==> config.mk <==
export PLATFORM = sky130hd
export DESIGN_NAME = spi_flash_xip_flat
export DESIGN_NICKNAME = d
export VERILOG_FILES = /design/src/rtl/spi_flash_xip_if.sv /design/src/rtl/spi_flash_xip.sv /design/src/flat_wrapper.sv
export SDC_FILE = /design/constraint.sdc
export NUM_CORES = 1
export LEC_CHECK = 0
export BUFFER_PORTS_ARGS = -buffer_cell sky130_fd_sc_hd__buf_2
export CAP_MARGIN = 10
export CELL_PAD_IN_SITES_DETAIL_PLACEMENT = 1
export CELL_PAD_IN_SITES_GLOBAL_PLACEMENT = 2
export CORE_MARGIN = 3
export CORE_UTILIZATION = 34
export DETAILED_ROUTE_END_ITERATION = 6
export PLACE_DENSITY = 0.89
export SETUP_SLACK_MARGIN = 0.05
export SLEW_MARGIN = 20
export SYNTH_ARGS = -nofsm -noshare
export SYNTH_HDL_FRONTEND = slang
export SYNTH_SLANG_ARGS = --single-unit
==> constraint.sdc <==
create_clock -name spi_flash_aclk -period 5.5 [get_ports spi_flash_aclk]
set_clock_uncertainty 0.1 [all_clocks]
set_input_delay 0.825 -clock spi_flash_aclk [delete_from_list [all_inputs] [get_ports spi_flash_aclk]]
set_output_delay 0.825 -clock spi_flash_aclk [all_outputs]
set_load 0.01 [all_outputs]
==> src/rtl/spi_flash_xip_if.sv <==
// AXI4 read/write channel bundle between the fabric and the XIP flash slave.
interface spi_flash_xip_if #(
  parameter int DW  = 128,
  parameter int AW  = 32,
  parameter int IDW = 8
);
  logic [IDW-1:0]  awid;
  logic [AW-1:0]   awaddr;
  logic [7:0]      awlen;
  logic [2:0]      awsize;
  logic [1:0]      awburst;
  logic            awvalid, awready;
  logic [DW-1:0]   wdata;
  logic [DW/8-1:0] wstrb;
  logic            wlast, wvalid, wready;
  logic [IDW-1:0]  bid;
  logic [1:0]      bresp;
  logic            bvalid, bready;
  logic [IDW-1:0]  arid;
  logic [AW-1:0]   araddr;
  logic [7:0]      arlen;
  logic [2:0]      arsize;
  logic [1:0]      arburst;
  logic            arvalid, arready;
  logic [IDW-1:0]  rid;
  logic [DW-1:0]   rdata;
  logic [1:0]      rresp;
  logic            rlast, rvalid, rready;

  modport slave (
    input  awid, awaddr, awlen, awsize, awburst, awvalid, output awready,
    input  wdata, wstrb, wlast, wvalid, output wready,
    output bid, bresp, bvalid, input bready,
    input  arid, araddr, arlen, arsize, arburst, arvalid, output arready,
    output rid, rdata, rresp, rlast, rvalid, input rready
  );
  modport master (
    output awid, awaddr, awlen, awsize, awburst, awvalid, input awready,
    output wdata, wstrb, wlast, wvalid, input wready,
    input  bid, bresp, bvalid, output bready,
    output arid, araddr, arlen, arsize, arburst, arvalid, input arready,
    input  rid, rdata, rresp, rlast, rvalid, output rready
  );
endinterface

==> src/rtl/spi_flash_xip.sv <==
// AXI4 read-only execute-in-place bridge: AR bursts become SPI READ (0x03) transactions
// on one of four NOR devices; writes are drained and answered with SLVERR.
module spi_flash_xip #(
  parameter int DW      = 128,
  parameter int AW      = 32,
  parameter int IDW     = 8,
  parameter int CLK_DIV = 2,
  parameter int CS_HOLD = 4
) (
  input  logic       spi_flash_aclk,
  input  logic       spi_flash_aresetn,
  spi_flash_xip_if.slave axi,
  output logic [3:0] spi_flash_csen,
  output logic [3:0] spi_flash_csn_o,
  input  logic [3:0] spi_flash_csn_i,
  output logic       spi_flash_sdo_en,
  output logic       spi_flash_sdo_o,
  input  logic       spi_flash_sdo_i,
  output logic       spi_flash_sdi_en,
  output logic       spi_flash_sdi_o,
  input  logic       spi_flash_sdi_i,
  output logic       spi_flash_sck,
  output logic       spi_flash_busy
);
  localparam int OFS = $clog2(DW/8);
  localparam int BW  = $clog2(DW);
  localparam int CW  = $clog2(2*CLK_DIV);
  localparam int GW  = $clog2(CS_HOLD+1);
  localparam logic [CW-1:0] HALF     = CW'(CLK_DIV);
  localparam logic [CW-1:0] CELL_END = CW'(2*CLK_DIV-1);
  localparam logic [7:0]    CMD_READ = 8'h03;

  typedef enum logic [2:0] {S_IDLE, S_SETUP, S_CMD, S_ADDR, S_DATA, S_STALL, S_GAP} state_e;

  state_e         state_q, state_d;
  logic [CW-1:0]  cnt_q, cnt_d;
  logic [BW-1:0]  bit_q, bit_d;
  logic [7:0]     beat_q, beat_d, len_q, len_d;
  logic [IDW-1:0] id_q, id_d, bid_q, bid_d;
  logic [23:0]    addr_q, addr_d;
  logic [1:0]     dev_q, dev_d;
  logic [DW-1:0]  sr_q, sr_d, rdata_q, rdata_d;
  logic [GW-1:0]  gap_q, gap_d;
  logic           rvalid_q, rvalid_d, rlast_q, rlast_d, done_q, done_d;
  logic           wpend_q, wpend_d, bvalid_q, bvalid_d;
  logic           cell_end, rise, adv, rhs, aw_rdy, cs_act;
  logic [4:0]     aidx;

  always_comb begin
    state_d  = state_q;  cnt_d  = cnt_q;  bit_d   = bit_q;   beat_d = beat_q;
    len_d    = len_q;    id_d   = id_q;   addr_d  = addr_q;  dev_d  = dev_q;
    sr_d     = sr_q;     rdata_d = rdata_q; gap_d = gap_q;   done_d = done_q;
    rvalid_d = rvalid_q; rlast_d = rlast_q;
    adv      = 1'b0;
    rhs      = rvalid_q & axi.rready;
    cell_end = (cnt_q == CELL_END);
    rise     = (cnt_q == HALF);
    if (rhs) begin
      rvalid_d = 1'b0;
      rlast_d  = 1'b0;
    end
    case (state_q)
      S_IDLE: if (axi.arvalid) begin
        state_d = S_SETUP;
        id_d    = axi.arid;
        len_d   = axi.arlen;
        addr_d  = {axi.araddr[23:OFS], {OFS{1'b0}}};
        dev_d   = axi.araddr[25:24];
        cnt_d   = '0;
        bit_d   = '0;
        beat_d  = '0;
        done_d  = 1'b0;
      end
      S_SETUP: begin
        cnt_d = cnt_q + 1'b1;
        if (cnt_q == CW'(CLK_DIV-1)) begin
          cnt_d   = '0;
          state_d = S_CMD;
        end
      end
      S_CMD, S_ADDR: begin
        cnt_d = cell_end ? '0 : cnt_q + 1'b1;
        if (cell_end) begin
          bit_d = bit_q + 1'b1;
          if (state_q == S_CMD && bit_q == BW'(7)) begin
            bit_d   = '0;
            state_d = S_ADDR;
          end
          if (state_q == S_ADDR && bit_q == BW'(23)) begin
            bit_d   = '0;
            state_d = S_DATA;
          end
        end
      end
      S_DATA, S_STALL: begin
        if (done_q) begin
          if (rhs) begin
            state_d = S_GAP;
            gap_d   = '0;
          end
        end else begin
          // The serial clock only runs while the output register can take the next beat.
          adv     = ~(rvalid_q & ~axi.rready);
          state_d = adv ? S_DATA : S_STALL;
          if (adv) begin
            cnt_d = cell_end ? '0 : cnt_q + 1'b1;
            // Stream byte k lands in lane k, each byte arriving MSB first.
            if (rise) sr_d[{bit_q[BW-1:3], ~bit_q[2:0]}] = spi_flash_sdi_i;
            if (cell_end) begin
              bit_d = bit_q + 1'b1;
              if (bit_q == BW'(DW-1)) begin
                rdata_d  = sr_d;
                rvalid_d = 1'b1;
                rlast_d  = (beat_q == len_q);
                if (beat_q == len_q) done_d = 1'b1;
                else                 beat_d = beat_q + 1'b1;
              end
            end
          end
        end
      end
      S_GAP: begin
        gap_d = gap_q + 1'b1;
        if (gap_q == GW'(CS_HOLD-1)) state_d = S_IDLE;
      end
      default: state_d = S_IDLE;
    endcase
  end

  // Write channel: accept and discard, always reply SLVERR.
  always_comb begin
    wpend_d  = wpend_q;
    bvalid_d = bvalid_q;
    bid_d    = bid_q;
    aw_rdy   = ~wpend_q & ~bvalid_q;
    if (axi.awvalid && aw_rdy) begin
      wpend_d = 1'b1;
      bid_d   = axi.awid;
    end
    if (wpend_q && axi.wvalid && axi.wlast) begin
      wpend_d  = 1'b0;
      bvalid_d = 1'b1;
    end
    if (bvalid_q && axi.bready) bvalid_d = 1'b0;
  end

  always_ff @(posedge spi_flash_aclk or negedge spi_flash_aresetn) begin
    if (!spi_flash_aresetn) begin
      state_q  <= S_IDLE; cnt_q   <= '0; bit_q  <= '0; beat_q <= '0;
      len_q    <= '0;     id_q    <= '0; addr_q <= '0; dev_q  <= '0;
      sr_q     <= '0;     rdata_q <= '0; gap_q  <= '0; done_q <= 1'b0;
      rvalid_q <= 1'b0;   rlast_q <= 1'b0;
      wpend_q  <= 1'b0;   bvalid_q <= 1'b0; bid_q <= '0;
    end else begin
      state_q  <= state_d;  cnt_q   <= cnt_d;   bit_q  <= bit_d;   beat_q <= beat_d;
      len_q    <= len_d;    id_q    <= id_d;    addr_q <= addr_d;  dev_q  <= dev_d;
      sr_q     <= sr_d;     rdata_q <= rdata_d; gap_q  <= gap_d;   done_q <= done_d;
      rvalid_q <= rvalid_d; rlast_q <= rlast_d;
      wpend_q  <= wpend_d;  bvalid_q <= bvalid_d; bid_q <= bid_d;
    end
  end

  assign cs_act = (state_q inside {S_SETUP, S_CMD, S_ADDR, S_DATA, S_STALL});
  assign aidx   = 5'd23 - bit_q[4:0];

  always_comb begin
    spi_flash_sdo_o = 1'b0;
    if (state_q == S_CMD)  spi_flash_sdo_o = CMD_READ[~bit_q[2:0]];
    if (state_q == S_ADDR) spi_flash_sdo_o = addr_q[aidx];
  end

  assign spi_flash_csn_o  = cs_act ? ~(4'b0001 << dev_q) : 4'hF;
  assign spi_flash_sck    = (state_q inside {S_CMD, S_ADDR, S_DATA, S_STALL}) && (cnt_q >= HALF);
  assign spi_flash_csen   = 4'hF;
  assign spi_flash_sdo_en = 1'b1;
  assign spi_flash_sdi_en = 1'b0;
  assign spi_flash_sdi_o  = 1'b0;
  assign spi_flash_busy   = (state_q != S_IDLE) | wpend_q | bvalid_q;

  assign axi.arready = (state_q == S_IDLE);
  assign axi.rvalid  = rvalid_q;
  assign axi.rdata   = rdata_q;
  assign axi.rlast   = rlast_q;
  assign axi.rid     = id_q;
  assign axi.rresp   = 2'b00;
  assign axi.awready = aw_rdy;
  assign axi.wready  = wpend_q;
  assign axi.bvalid  = bvalid_q;
  assign axi.bresp   = 2'b10;
  assign axi.bid     = bid_q;

  logic unused_ok;
  assign unused_ok = ^{axi.awaddr, axi.awlen, axi.awsize, axi.awburst, axi.wdata, axi.wstrb,
                       axi.arsize, axi.arburst, axi.araddr, spi_flash_csn_i, spi_flash_sdo_i};
endmodule

==> src/flat_wrapper.sv <==
// flat-port wrapper written by rule: the top's interface ports become plain ports
module spi_flash_xip_flat 
#(
  parameter int DW      = 128,
  parameter int AW      = 32,
  parameter int IDW     = 8,
  parameter int CLK_DIV = 2,
  parameter int CS_HOLD = 4
)
  (spi_flash_aclk, spi_flash_aresetn, spi_flash_csen, spi_flash_csn_o, spi_flash_csn_i, spi_flash_sdo_en, spi_flash_sdo_o, spi_flash_sdo_i, spi_flash_sdi_en, spi_flash_sdi_o, spi_flash_sdi_i, spi_flash_sck, spi_flash_busy, axi_awid, axi_awaddr, axi_awlen, axi_awsize, axi_awburst, axi_awvalid, axi_awready, axi_wdata, axi_wstrb, axi_wlast, axi_wvalid, axi_wready, axi_bid, axi_bresp, axi_bvalid, axi_bready, axi_arid, axi_araddr, axi_arlen, axi_arsize, axi_arburst, axi_arvalid, axi_arready, axi_rid, axi_rdata, axi_rresp, axi_rlast, axi_rvalid, axi_rready);
  spi_flash_xip_if #(.DW(DW), .AW(AW), .IDW(IDW)) axi_i ();
  input  logic spi_flash_aclk;
  input  logic spi_flash_aresetn;
  output logic [3:0] spi_flash_csen;
  output logic [3:0] spi_flash_csn_o;
  input  logic [3:0] spi_flash_csn_i;
  output logic spi_flash_sdo_en;
  output logic spi_flash_sdo_o;
  input  logic spi_flash_sdo_i;
  output logic spi_flash_sdi_en;
  output logic spi_flash_sdi_o;
  input  logic spi_flash_sdi_i;
  output logic spi_flash_sck;
  output logic spi_flash_busy;
  input wire logic [$bits(axi_i.awid)-1:0] axi_awid;
  input wire logic [$bits(axi_i.awaddr)-1:0] axi_awaddr;
  input wire logic [$bits(axi_i.awlen)-1:0] axi_awlen;
  input wire logic [$bits(axi_i.awsize)-1:0] axi_awsize;
  input wire logic [$bits(axi_i.awburst)-1:0] axi_awburst;
  input wire logic [$bits(axi_i.awvalid)-1:0] axi_awvalid;
  output wire logic [$bits(axi_i.awready)-1:0] axi_awready;
  input wire logic [$bits(axi_i.wdata)-1:0] axi_wdata;
  input wire logic [$bits(axi_i.wstrb)-1:0] axi_wstrb;
  input wire logic [$bits(axi_i.wlast)-1:0] axi_wlast;
  input wire logic [$bits(axi_i.wvalid)-1:0] axi_wvalid;
  output wire logic [$bits(axi_i.wready)-1:0] axi_wready;
  output wire logic [$bits(axi_i.bid)-1:0] axi_bid;
  output wire logic [$bits(axi_i.bresp)-1:0] axi_bresp;
  output wire logic [$bits(axi_i.bvalid)-1:0] axi_bvalid;
  input wire logic [$bits(axi_i.bready)-1:0] axi_bready;
  input wire logic [$bits(axi_i.arid)-1:0] axi_arid;
  input wire logic [$bits(axi_i.araddr)-1:0] axi_araddr;
  input wire logic [$bits(axi_i.arlen)-1:0] axi_arlen;
  input wire logic [$bits(axi_i.arsize)-1:0] axi_arsize;
  input wire logic [$bits(axi_i.arburst)-1:0] axi_arburst;
  input wire logic [$bits(axi_i.arvalid)-1:0] axi_arvalid;
  output wire logic [$bits(axi_i.arready)-1:0] axi_arready;
  output wire logic [$bits(axi_i.rid)-1:0] axi_rid;
  output wire logic [$bits(axi_i.rdata)-1:0] axi_rdata;
  output wire logic [$bits(axi_i.rresp)-1:0] axi_rresp;
  output wire logic [$bits(axi_i.rlast)-1:0] axi_rlast;
  output wire logic [$bits(axi_i.rvalid)-1:0] axi_rvalid;
  input wire logic [$bits(axi_i.rready)-1:0] axi_rready;
  assign axi_i.awid = axi_awid;
  assign axi_i.awaddr = axi_awaddr;
  assign axi_i.awlen = axi_awlen;
  assign axi_i.awsize = axi_awsize;
  assign axi_i.awburst = axi_awburst;
  assign axi_i.awvalid = axi_awvalid;
  assign axi_awready = axi_i.awready;
  assign axi_i.wdata = axi_wdata;
  assign axi_i.wstrb = axi_wstrb;
  assign axi_i.wlast = axi_wlast;
  assign axi_i.wvalid = axi_wvalid;
  assign axi_wready = axi_i.wready;
  assign axi_bid = axi_i.bid;
  assign axi_bresp = axi_i.bresp;
  assign axi_bvalid = axi_i.bvalid;
  assign axi_i.bready = axi_bready;
  assign axi_i.arid = axi_arid;
  assign axi_i.araddr = axi_araddr;
  assign axi_i.arlen = axi_arlen;
  assign axi_i.arsize = axi_arsize;
  assign axi_i.arburst = axi_arburst;
  assign axi_i.arvalid = axi_arvalid;
  assign axi_arready = axi_i.arready;
  assign axi_rid = axi_i.rid;
  assign axi_rdata = axi_i.rdata;
  assign axi_rresp = axi_i.rresp;
  assign axi_rlast = axi_i.rlast;
  assign axi_rvalid = axi_i.rvalid;
  assign axi_i.rready = axi_rready;
  spi_flash_xip #(.DW(DW), .AW(AW), .IDW(IDW), .CLK_DIV(CLK_DIV), .CS_HOLD(CS_HOLD)) u_core (.spi_flash_aclk(spi_flash_aclk), .spi_flash_aresetn(spi_flash_aresetn), .axi(axi_i), .spi_flash_csen(spi_flash_csen), .spi_flash_csn_o(spi_flash_csn_o), .spi_flash_csn_i(spi_flash_csn_i), .spi_flash_sdo_en(spi_flash_sdo_en), .spi_flash_sdo_o(spi_flash_sdo_o), .spi_flash_sdo_i(spi_flash_sdo_i), .spi_flash_sdi_en(spi_flash_sdi_en), .spi_flash_sdi_o(spi_flash_sdi_o), .spi_flash_sdi_i(spi_flash_sdi_i), .spi_flash_sck(spi_flash_sck), .spi_flash_busy(spi_flash_busy));
endmodule
==> run summary <==
CTS saw 330 sinks. The later pin in the worst-skew pair is clocked with a latency of 580 ps. In this run the worst hold path is classified as in2async. The routed length per placed instance came out at 21.7 um. The H-tree depth reported by CTS is 2. After routing, the total negative slack on setup checks comes to 0 ps. For this design the static power due to leakage is 8.97 nW.

The final net count is 2,140. The post-synthesis sequential area ratio came out at 52.3%. TritonCTS built the clock tree. Gates resized during post-CTS repair numbered 0.

Signal routing reaches up to met5. The number of antenna-violating nets in the routed design is 0. Entering global routing, the biggest net connects 143 pins. The core region area came out at 45,700 um2. The met3 wirelength from detailed routing is 3.26 mm.

The total count of max-transition violations in the final report came out at 0. Of the post-synthesis cell area, the dominant cell type holds 52.3%. In the final routing, the length of wire on met1 measures 23.9 mm. The share of flip-flops with an asynchronous set or reset came out at 100%. The worst max-slew margin expressed relative to the limit is 22.0%. The share of layout cells above drive strength 1 is 19.2%. The post-CTS setup buffer count came out at 0. In this run the worst path has a maximum fanout of 24. The routed wire length is 54.0 mm. The post-synthesis average cell area is 9.07 um2. The final hold slack is 140 ps. The clock passes through at most 3 buffers. After synthesis the cells add up to 15,800 um2. The number of buffers created by CTS is 39.

In this run, placement finished with an instance count of 2,423. The finished layout holds 2,490 standard cells, fillers aside. The number of ports placed on the die boundary is 432. The global placement routability congestion is 0.812. The total half-perimeter wirelength after legalization and detailed placement came out at 34.3 mm.

The clock-pin transition on the worst setup and hold timing paths came out at 60 ps. The count of TritonRoute iterations in the first routing pass came out at 5. The number of violations of the max-capacitance limit is 0. Summed over all instances, the cell type with the most area after synthesis is sky130_fd_sc_hd__dfrtp_1.

The type of the worst setup path is reg2out. The count of different cell masters after synthesis is 59. Ranked by total cell area, the synthesized netlist is headed by sky130_fd_sc_hd__dfrtp_1 52%, sky130_fd_sc_hd__nand2_1 8.0%, sky130_fd_sc_hd__o21ai_0 6.9%, sky130_fd_sc_hd__nand3_1 5.6%, sky130_fd_sc_hd__nor2_1 3.5%. The final number of hold-violating endpoints is 0. The via count normalized by instance count is 5.41. The gate count of the mapped netlist came out at 1,743. The antenna diode instance count is 0. The number of hold-repair buffers added at the cts stage came out at 0. The initial cell density of the core is 34.6%.

The root buffer cell chosen for the clock tree is sky130_fd_sc_hd__clkbuf_16. The measured slew at the worst slew-check pin is 1170 ps. Setup repair after global routing left no endpoint under its margin. The layout overhead on the synthesized area came out at 16.4%.

The maximum operating frequency came out at 0.266 GHz. The via count of the first global-routing pass is 14,000. After synthesis the netlist holds a flip-flop and latch count of 330.

The number of synthesized flops with an enable pin came out at 0. The global-route usage over all layers came out at 21.4%. The minimum period implied by the final worst setup slack is 3760 ps.

The required time of the critical path came out at 4580 ps. The final route contains 13,500 vias. The die is 222 um wide. The count of final setup violators is 0. The flow ran to the end, and the final reports show no timing, DRC or antenna violations. The first global-routing pass estimated 83.2 mm of wire. STA puts the critical path data arrival time at 2840 ps. The total overflow reported by the global router came out at 0. The worst ir drop on vdd came out at 0.222 mV. The flip-flop cell with the highest count after synthesis is sky130_fd_sc_hd__dfrtp_1. The overall power consumption came out at 0.00682 W.

The number of warning messages in the yosys log came out at 0. The detailed-route DRC error count is 0. The count of routing violations after the opening detailed-route iteration came out at 992. Power spread over the standard cell area amounts to 371 nW/um2. The initial antenna violation count is 1.

The port buffer count came out at 211. The vertical extent of the die came out at 222 um. STA classifies the critical path startpoint as a flip-flop. After layout, the worst path uses 68.4% of the clock period. The met2 wirelength from detailed routing is 25.5 mm. The number of placement rows came out at 78. The floorplan step defined a die boundary enclosing 49,100 um2.

The worst setup path is captured at an output pin.
-- metrics by stage --
step	cell area (um2)	worst slack, ps	utilization [%]
CTS	18400	1700	40.3
global route	18400	1530	40.3
detailed placement	17100	1970	37.5
global placement	17100	2030	37.5
floorplan	15800	2920	-
finish	18400	1740	40.3
-- cells by family (layout without fill, tap and decap cells) --
family          Yosys count  count (layout)  share of synthesized area, %
simple gates            751             751                          21.0
compound gates          348             348                          12.2
flops                   330             330                          52.3
buf+inv                 174             312                          4.96
mux                     117             117                          8.05
fa+ha+maj                12              12                         0.950
xor+xnor                  9               9                         0.499
other cells               2              11                        0.0475
-- cell usage after synthesis (11+ instances only) --
cell type	n
sky130_fd_sc_hd__nand2_1	337
sky130_fd_sc_hd__dfrtp_1	330
sky130_fd_sc_hd__o21ai_0	219
sky130_fd_sc_hd__nand3_1	178
sky130_fd_sc_hd__nor2_1	146
sky130_fd_sc_hd__clkbuf_1	107
sky130_fd_sc_hd__a31oi_1	84
sky130_fd_sc_hd__mux2i_1	54
sky130_fd_sc_hd__mux2_2	47
sky130_fd_sc_hd__buf_2	30
sky130_fd_sc_hd__buf_4	21
sky130_fd_sc_hd__mux2_1	14
sky130_fd_sc_hd__ha_1	12
sky130_fd_sc_hd__and2_1	11
sky130_fd_sc_hd__nand2b_1	11
sky130_fd_sc_hd__o21ai_1	11
-- layer usage --
layer | track usage, % | vias to the layer above
met1 | 28.6 | 6827
met4 | 5.80 | 2
li1 | - | 6168
met5 | 0 | -
met3 | 4.71 | 80
met2 | 35.2 | 386
-- power breakdown --
part,total (W),internal [W],switching [W]
clock network,0.00259,0.00150,0.00109
registers,0.00289,0.00264,0.000250
logic,0.00134,0.000430,0.000912
-- worst max-delay path, stage by stage, from the launching register on --
cell                      delay [ps]
sky130_fd_sc_hd__dfrtp_1         900
sky130_fd_sc_hd__mux4_2          610
sky130_fd_sc_hd__mux2_2          300
sky130_fd_sc_hd__a21oi_1         150
sky130_fd_sc_hd__o32ai_1         110
sky130_fd_sc_hd__buf_2           190
-- registers in the layout, indices dropped and copies added, names as in the netlist, 7 cells and up --
register          flops
u_core.addr_q        20
u_core.axi.bid        8
u_core.axi.rdata    128
u_core.axi.rid        8
u_core.beat_q         8
u_core.bit_q          7
u_core.len_q          8
u_core.sr_q         128
-- worst paths after layout --
path	start	to	slack (ps)	depth (start not counted)
setup / recovery	u_core.bit_q[1]$_DFFE_PN0P_	spi_flash_sdo_o	1740	5
hold / removal	spi_flash_aresetn	u_core.axi.rdata[22]$_DFFE_PN0P_	140	1
setup reg to reg	u_core.cnt_q[0]$_DFFE_PN0P_	u_core.sr_q[29]$_DFFE_PN0P_	1900	7
hold reg to reg	u_core.axi.rid[3]$_DFFE_PN0P_	u_core.axi.rid[3]$_DFFE_PN0P_	370	2
max in group asynchronous	spi_flash_aresetn	u_core.sr_q[109]$_DFFE_PN0P_	3680	2
min in group spi_flash_aclk	axi_araddr[21]	u_core.addr_q[21]$_DFFE_PN0P_	350	3
-- layout by cell type, fill, tap and decap left out, drive strengths merged, types with 10 or more instances in the layout --
cell type / instances
mux2i: 54
mux2: 61
ha: 12
nand2b: 12
o21ai: 230
nor2b: 10
clkbuf: 57
nor2: 157
conb: 11
buf: 236
and2: 16
dfrtp: 330
nand2: 337
inv: 12
a31oi: 84
nand3: 178
-- layout make-up --
class	count	area, um2
clock buffers	57	1140
clock inverters	10	113
fillers	5333	27300
inverters	9	33.8
multi-input cells	1248	6810
flip-flops and latches	330	8260
well taps	600	751
repair buffers	236	1280
Power figures use the tool's default switching activity.
